$ cat src/rtl/i2s_pkg.sv
// ============================================================================
// Module      : i2s_pkg
// Description : Shared types and constants for the I2S receive framer.
// Revision    : 1.0 - initial release
// ============================================================================
`default_nettype none

package i2s_pkg;

    localparam int SAMPLE_BITS_DEF = 24;
    localparam int CNT_W           = $clog2(SAMPLE_BITS_DEF + 1);

    localparam logic CH_LEFT  = 1'b0;
    localparam logic CH_RIGHT = 1'b1;

    typedef enum logic [1:0] {
        WAIT_FRAME = 2'd0,
        SHIFT      = 2'd1,
        IDLE       = 2'd2
    } state_t;

    // Bit counter width for an arbitrary sample length (counts 0..bits).
    function automatic int cnt_width(input int bits);
        return $clog2(bits + 1);
    endfunction

endpackage

`default_nettype wire

$ cat src/rtl/sync_edge.sv
// ============================================================================
// Module      : sync_edge
// Description : Multi-flop synchroniser with optional rising-edge detect.
// Revision    : 1.0 - initial release
// ============================================================================
`default_nettype none

module sync_edge #(
    parameter int STAGES   = 2,
    parameter bit EDGE_DET = 1'b1
) (
    input  logic clk,
    input  logic rst,
    input  logic i_async,
    output logic o_level,
    output logic o_rise
);

    logic [STAGES-1:0] r_sync;

    always_ff @(posedge clk) begin
        if (rst) begin
            r_sync <= '0;
        end else begin
            r_sync <= {r_sync[STAGES-2:0], i_async};
        end
    end

    assign o_level = r_sync[STAGES-1];

    generate
        if (EDGE_DET) begin : g_edge
            logic r_prev;

            always_ff @(posedge clk) begin
                if (rst) begin
                    r_prev <= 1'b0;
                end else begin
                    r_prev <= o_level;
                end
            end

            assign o_rise = o_level & ~r_prev;
        end else begin : g_no_edge
            assign o_rise = 1'b0;
        end
    endgenerate

endmodule

`default_nettype wire

$ cat src/rtl/i2s_rx_framer.sv
// ============================================================================
// Module      : i2s_rx_framer
// Description : Oversampled I2S receiver; emits one left-justified sample per
//               slot with a single-cycle ce strobe.
// Revision    : 1.0 - initial release
// ============================================================================
`default_nettype none

module i2s_rx_framer
    import i2s_pkg::*;
#(
    parameter int DATA_W      = 32,
    parameter int SAMPLE_BITS = 24,
    parameter int SYNC_STAGES = 2
) (
    input  logic              clk,
    input  logic              rst,
    input  logic              bclk,
    input  logic              lrclk,
    input  logic              sdin,
    output logic [DATA_W-1:0] dout,
    output logic              ce,
    output logic              chan,
    output logic              err
);

    localparam int                 c_cnt_w = cnt_width(SAMPLE_BITS);
    localparam logic [c_cnt_w-1:0] c_last  = c_cnt_w'(SAMPLE_BITS - 1);
    localparam logic [c_cnt_w-1:0] c_one   = c_cnt_w'(1);

    logic w_bclk_s;
    logic w_bclk_rise;
    logic w_lr_s;
    logic w_sd_s;
    logic w_lr_rise_unused;
    logic w_sd_rise_unused;

    sync_edge #(.STAGES(SYNC_STAGES), .EDGE_DET(1'b1)) u_sync_bclk (
        .clk     (clk),
        .rst     (rst),
        .i_async (bclk),
        .o_level (w_bclk_s),
        .o_rise  (w_bclk_rise)
    );

    sync_edge #(.STAGES(SYNC_STAGES), .EDGE_DET(1'b0)) u_sync_lr (
        .clk     (clk),
        .rst     (rst),
        .i_async (lrclk),
        .o_level (w_lr_s),
        .o_rise  (w_lr_rise_unused)
    );

    sync_edge #(.STAGES(SYNC_STAGES), .EDGE_DET(1'b0)) u_sync_sd (
        .clk     (clk),
        .rst     (rst),
        .i_async (sdin),
        .o_level (w_sd_s),
        .o_rise  (w_sd_rise_unused)
    );

    state_t                   r_state;
    logic [c_cnt_w-1:0]       r_cnt;
    logic [SAMPLE_BITS-2:0]   r_shreg;
    logic                     r_lr_prev;
    logic                     r_lr_valid;
    logic                     r_slot_ch;
    logic [DATA_W-1:0]        r_dout;
    logic                     r_ce;
    logic                     r_chan;
    logic                     r_err;

    logic                     w_slot_start;
    logic [SAMPLE_BITS-1:0]   w_word;
    logic [DATA_W-1:0]        w_dout_just;

    assign w_slot_start = r_lr_valid & (w_lr_s != r_lr_prev);
    assign w_word       = {r_shreg, w_sd_s};
    // Left-justify: captured bits occupy the top of dout, low bits zero.
    assign w_dout_just  = DATA_W'(w_word) << (DATA_W - SAMPLE_BITS);

    always_ff @(posedge clk) begin
        if (rst) begin
            r_state    <= WAIT_FRAME;
            r_cnt      <= '0;
            r_shreg    <= '0;
            r_lr_prev  <= 1'b0;
            r_lr_valid <= 1'b0;
            r_slot_ch  <= CH_LEFT;
            r_dout     <= '0;
            r_ce       <= 1'b0;
            r_chan     <= CH_LEFT;
            r_err      <= 1'b0;
        end else begin
            r_ce  <= 1'b0;
            r_err <= 1'b0;
            if (w_bclk_rise) begin
                r_lr_prev  <= w_lr_s;
                r_lr_valid <= 1'b1;
                // The slot_start rise carries the previous slot's LSB and is dropped.
                case (r_state)
                    WAIT_FRAME, IDLE: begin
                        if (w_slot_start) begin
                            r_state   <= SHIFT;
                            r_cnt     <= '0;
                            r_shreg   <= '0;
                            r_slot_ch <= w_lr_s;
                        end
                    end
                    SHIFT: begin
                        if (w_slot_start) begin
                            r_err     <= 1'b1;
                            r_cnt     <= '0;
                            r_shreg   <= '0;
                            r_slot_ch <= w_lr_s;
                        end else if (r_cnt == c_last) begin
                            r_dout  <= w_dout_just;
                            r_chan  <= r_slot_ch;
                            r_ce    <= 1'b1;
                            r_cnt   <= '0;
                            r_state <= IDLE;
                        end else begin
                            r_shreg <= w_word[SAMPLE_BITS-2:0];
                            r_cnt   <= r_cnt + c_one;
                        end
                    end
                    default: begin
                        r_state <= WAIT_FRAME;
                    end
                endcase
            end
        end
    end

    assign dout = r_dout;
    assign ce   = r_ce;
    assign chan = r_chan;
    assign err  = r_err;

endmodule

`default_nettype wire

$ cat config.mk
export PLATFORM = sky130hd
export DESIGN_NAME = i2s_rx_framer
export DESIGN_NICKNAME = d
export VERILOG_FILES = /design/src/rtl/i2s_pkg.sv /design/src/rtl/sync_edge.sv /design/src/rtl/i2s_rx_framer.sv
export SDC_FILE = /design/constraint.sdc
export NUM_CORES = 1
export LEC_CHECK = 0
export BUFFER_PORTS_ARGS = -buffer_cell sky130_fd_sc_hd__buf_2
export CORE_ASPECT_RATIO = 1.25
export CORE_UTILIZATION = 40
export DETAILED_ROUTE_END_ITERATION = 8
export SKIP_LAST_GASP = 1
export SLEW_MARGIN = 20
export SYNTH_ARGS = -nofsm -noshare
export SYNTH_HDL_FRONTEND = slang
export SYNTH_SLANG_ARGS = --single-unit
$ cat constraint.sdc
create_clock -name clk -period 2.2 [get_ports clk]
set_input_delay 0.11 -clock clk [delete_from_list [all_inputs] [get_ports clk]]
set_output_delay 0.11 -clock clk [all_outputs]
set_load 0.05 [all_outputs]
Word-level counts from Yosys, hierarchy flattened

Cells that the tools add are included.

Add/subtract/negate cells: 1
Equality and inequality tests: 8
Mux-type cells: 14
Bitwise operators: 6
Reduce and logical (&&, ||, !) cells: 11

Operators with widths:

| kind                  | count |
|---|---|
| $mux W23              | 3 |
| $pmux W23 S2          | 1 |
| $mux W5               | 3 |
| $reduce_and A4 Y1     | 3 |
| $pmux W5 S2           | 1 |
| $mux W2               | 3 |
| $ne A2 B2 Y1 const B  | 3 |
| $reduce_and A3 Y1     | 2 |
| $reduce_or A3 Y1      | 2 |
| $add A5 B1 Y5 const B | 1 |
| $eq A5 B5 Y1 const B  | 1 |
| $not A1 Y1            | 4 |
| $pmux W2 S2           | 1 |
| $reduce_or A4 Y1      | 1 |
| $ne A3 B3 Y1 const B  | 1 |
| $and A1 B1 Y1         | 2 |
| $eq A2 B1 Y1 const B  | 1 |
| $eq A2 B2 Y1 const B  | 1 |
| $logic_not A2 Y1      | 1 |
| $mux W1               | 2 |
| $reduce_bool A2 Y1    | 1 |
| $reduce_or A2 Y1      | 1 |
| $ne A1 B1 Y1          | 1 |

Register bits: 67
Bits of input ports: 5
Output and inout bits: 35
Logic and storage cells: 54

Depth between registers and ports, before layout

Depth after elaboration: 4
Depth in mapped cells: 7
Mapped depth without buffers: 5

By module

A second synthesis with hierarchy kept.

Cells, all modules: 279
Area, all modules: 2879.0 um^2

By module, submodules not included:

| module                     | times used | cells an instance | area an instance (um^2) | seq. area each (um^2) |
|---|---|---|---|---|
| i2s_rx_framer              | 1          | 260               | 2663.8                  | 1201.2 |
| sync_edge at u_sync_lr ... | 2          | 6                 | 63.8                    | 40.0 |
| sync_edge at u_sync_bclk   | 1          | 7                 | 87.6                    | 60.1 |

Worst setup path before layout

Ideal clock, no wire load.

Path kind: reg-to-reg
Start point: reg r_cnt[0]
End point: reg r_chan, in the netlist chan
Setup time: 0.128 ns
Arrival time: 1.505 ns
Required time: 2.072 ns
Path slack: 0.567 ns
Stages on the path, launching flop included: 8
Path buffers: 2
Period minus slack after synthesis: 1.633 ns
Cells stage by stage: dfxtp_1 > ha_1 > nand4b_1 > a211oi_1 > buf_4 > buf_6 > mux2i_1 > nor2_1

Cells in the longest elaborated chain, start to end: 2

RTL lines:

| item                               | RTL line             | text |
|---|---|---|
| start: declaration                 | i2s_rx_framer.sv:63  | `logic [c_cnt_w-1:0] r_cnt;` |
| start signal: assignment           | i2s_rx_framer.sv:124 | `r_cnt <= r_cnt + c_one;` |
| $eq A5 B5 Y1                       | i2s_rx_framer.sv:116 | `end else if (r_cnt == c_last) begin` |
| $reduce_and A4 Y1 (no source line) | n/a                  |  |
| end signal: assignment             | i2s_rx_framer.sv:118 | `r_chan <= r_slot_ch;` |
| end: declaration                   | i2s_rx_framer.sv:70  | `logic r_chan;` |

No other way between the ends.
A chain may end at the register's enable or synchronous reset.

Worst setup path after layout

Start point: reg r_cnt[0]
End point: reg r_shreg[17]

Cells in the longest elaborated chain, start to end: 3

RTL lines:

| item                               | RTL line             | text |
|---|---|---|
| $eq A5 B5 Y1                       | i2s_rx_framer.sv:116 |  |
| $ne A3 B3 Y1 (no source line)      | n/a                  |  |
| $reduce_and A4 Y1 (no source line) | n/a                  |  |
| end signal: assignment             | i2s_rx_framer.sv:123 | `r_shreg <= w_word[SAMPLE_BITS-2:0];` |
| end: declaration                   | i2s_rx_framer.sv:64  | `logic [SAMPLE_BITS-2:0] r_shreg;` |

No other way between the ends.

==> out/results.ini <==
[outcome]
status = complete, no violations

[global_routing]
antenna_found_initial = 0
grt_pass1_vias = 1754
grt_pass1_wl_microns = 8050
grt_max_degree = 69
grt.overflow.total = 0
grt.total_usage = 0.142

[floorplanning]
num_rows = 33
die_height_microns = 95.0
boundaryPins = 40
die-area_sq_um = 7250
fp.coreArea_sq_um = 6610
die_width_microns = 76.4
start_util = 0.419

[power_and_ir_drop]
power_leakage_nw = 1.31
seqPwrFrac = 0.533
p_sw_frac = 0.215
p_int_mw = 1.81
p_sw_mw = 0.495
power_frac_clock = 0.433
comb_power_share = 0.035
power_density_nw_per_um2 = 722
peakVddDrop_mv = 0.327

[detailed_routing]
wirelength_microns = 4830
vias_per_cell = 4.76
dr.pass1.iters = 4
num_vias = 1894
drc = 0
post_drt_wl_per_cell_microns = 12.1
ant_nets = 0
drt_iter0_drc = 89

[placement]
numPortBuffers = 31
gp_congestion = 0.734
dpl.hpwl_microns = 3090
preCtsSetupSlack_ps = 330

[clock_tree]
clk_pin_slew_ps = 70
cts_tree = built
cts_root_buf = clkbuf_8
cts_sinks = 67
clk_latency_ps = 330
ctsResizeCount = 0
clockBufferDepth = 2
cts_buffers = 9
htreeDepth = 3

[critical_path]
end_kind = flop
timing.critical_path.arrival_ps = 2190
critical-path-max-stage-delay_ps = 380
cp-start-kind = flop
cpMaxStageDelayCell = dfxtp_1
cp_cell_sequence = ha_1 -> nand4b_1 -> and2_1 -> o21ai_4 -> buf_12 -> mux2i_1
critPathMaxFanout = 10
critical_path_required_ps = 2450
path_class = reg -> reg

[sta]
rsz0062_at_grt = false
tightest_slew_ps = 607
fin_crit_ps = 1930
fin_tns_setup_ps = 0
drv_slew = 0
slew_headroom = 0.596
clock.fmax_mhz = 517
skew_ps = 5.84
period_share = 0.879
hold_viol_final = 0
setup_viol = 0
layout_setup_ws_ps = 266

[synth]
synth_fa_ha_area_frac = 0.00452
syn_area_sq_um = 2770
yosysTopAreaCell = dfxtp_1
synth_compound_area_frac = 0.0647
yosys.cell_types.count = 36
yosysWarnings = 0
synth.top_cell.area_share = 0.485
synthMuxAreaShare = 0.174
synth_area_leaders = dfxtp_1, mux2i_1, nand2b_1
synth_top_family_by_area = simple AND/OR/NAND/NOR gates
synth-seq-cells = 67
synthCells = 274
avgSynthCellArea_sq_um = 10.1
synthSimpleGateAreaFrac = 0.201
yosysSeqAreaShare = 0.485
synth_xor_area_frac = 0.00588

[finish]
drive_above_1_share = 0.183
fin_nets = 315
areaGrowthSynthToFinish_pct = 15.4
utilization = 0.483
antenna_cells = 0

[flow_run]
maxCapViolCount = 0

[worst_hold_path]
hp-class = in -> reg

cells in the mapped netlist, drive strengths merged:
master	n
dfxtp	67
mux2i	48
nand2	30
nor2	27
nand2b	24
buf	17
nor2b	10
a21oi	7
clkbuf	7
o21ai	7
nand3	5
nand3b	3
a211oi	2
and2	2
a2111oi	1
a21boi	1
a22oi	1
a311oi	1
a31oi	1
a32oi	1
a41oi	1
conb	1
ha	1
inv	1
nand4b	1
nand4bb	1
nor3	1
nor4b	1
nor4bb	1
o31ai	1
or3	1
xor2	1
area by class of cell:
cell class | instances | area, sq um
clock buffers | 11 | 151
clock inverters | 2 | 37.5
fillers | 643 | 3410
inverters | 1 | 3.75
multi-input cells | 189 | 1290
flip-flops and latches | 67 | 1340
well taps | 87 | 109
repair buffers | 41 | 263
sequential cells by signal (all words and copies together) (netlist names), 2 cells and up:
name	cells
u_sync_lr.r_sync	2
dout	24
r_shreg	23
u_sync_bclk.r_sync	2
u_sync_sd.r_sync	2
r_state	2
r_cnt	5
cells in the final DEF (no fill, tap or decap), types with 2 or more instances in the layout:
master	count
dfxtp_1	67
mux2i_1	48
buf_2	31
nand2_1	30
nor2_1	27
nand2b_1	24
clkbuf_8	11
nor2b_1	10
conb_1	8
a21oi_1	7
nand3_1	5
o21ai_0	5
buf_4	5
nand3b_1	3
dlygate4sd3_1	3
buf_12	2
layer usage:
| metal | GRT usage | share of wire | vias up |
|---|---|---|---|
| li1 | - | - | 973 |
| met1 | 0.168 | 0.47 | 874 |
| met2 | 0.228 | 0.47 | 37 |
| met3 | 0.0377 | 0.041 | 10 |
| met4 | 0.0929 | 0.018 | 0 |
| met5 | 0 | 0 | - |
through the flow:
stage	hold WS, ps	instance area (sq um)	power [mW]	instances
after CTS	349	3190	2.34	398
after global routing	391	3190	2.39	398
after floorplan	238	2790	1.33	281
after detailed placement	327	2970	1.33	382
after global placement	319	2970	1.33	382
final	366	3190	2.30	398
power groups by stage:
stage	clock [mW]	combinational [mW]	sequential, mW
finish	0.997	0.0801	1.23
global route	1.08	0.0858	1.23
CTS	1.03	0.0808	1.23
detailed placement	0	0.0765	1.25
global placement	0	0.0768	1.25
floorplan	0	0.0787	1.25
critical path, delay by kind of cell, from the launching register on:
| kind | cells | cell delay (ps) |
|---|---|---|
| AND/OR/NAND/NOR | 2 | 550 |
| adder cells (fa/ha/maj) | 1 | 240 |
| AO/OA/AOI/OAI | 1 | 270 |
| multiplexers | 1 | 210 |
| flip-flops | 1 | 380 |
| buffers and inverters | 1 | 190 |
cell families after synthesis:
group	after synthesis
compound gates	24
xor+xnor	1
fa+ha+maj	1
buf+inv	25
flops	67
mux	48
other cells	1
simple gates	107
worst paths after layout:
path	startpoint	cells past startpoint	end	slack, ps
worst min-delay path	rst	5	r_shreg[22]$_SDFFE_PP0P_	370
worst min register to register	u_sync_lr.r_sync[0]$_SDFF_PP0_	1	u_sync_lr.r_sync[1]$_SDFF_PP0_	440
worst max register to register	r_cnt[0]$_SDFFE_PP0P_	6	r_shreg[17]$_SDFFE_PP0P_	270
worst max-delay path	r_cnt[0]$_SDFFE_PP0P_	6	r_shreg[17]$_SDFFE_PP0P_	270
what timing repair did:
action	4_1_cts	5_1_grt
hold buffers	3	0
hold endpoints to repair	3	0
buffers inserted	0	0
Note: power is estimated with default switching activity, not from simulation.
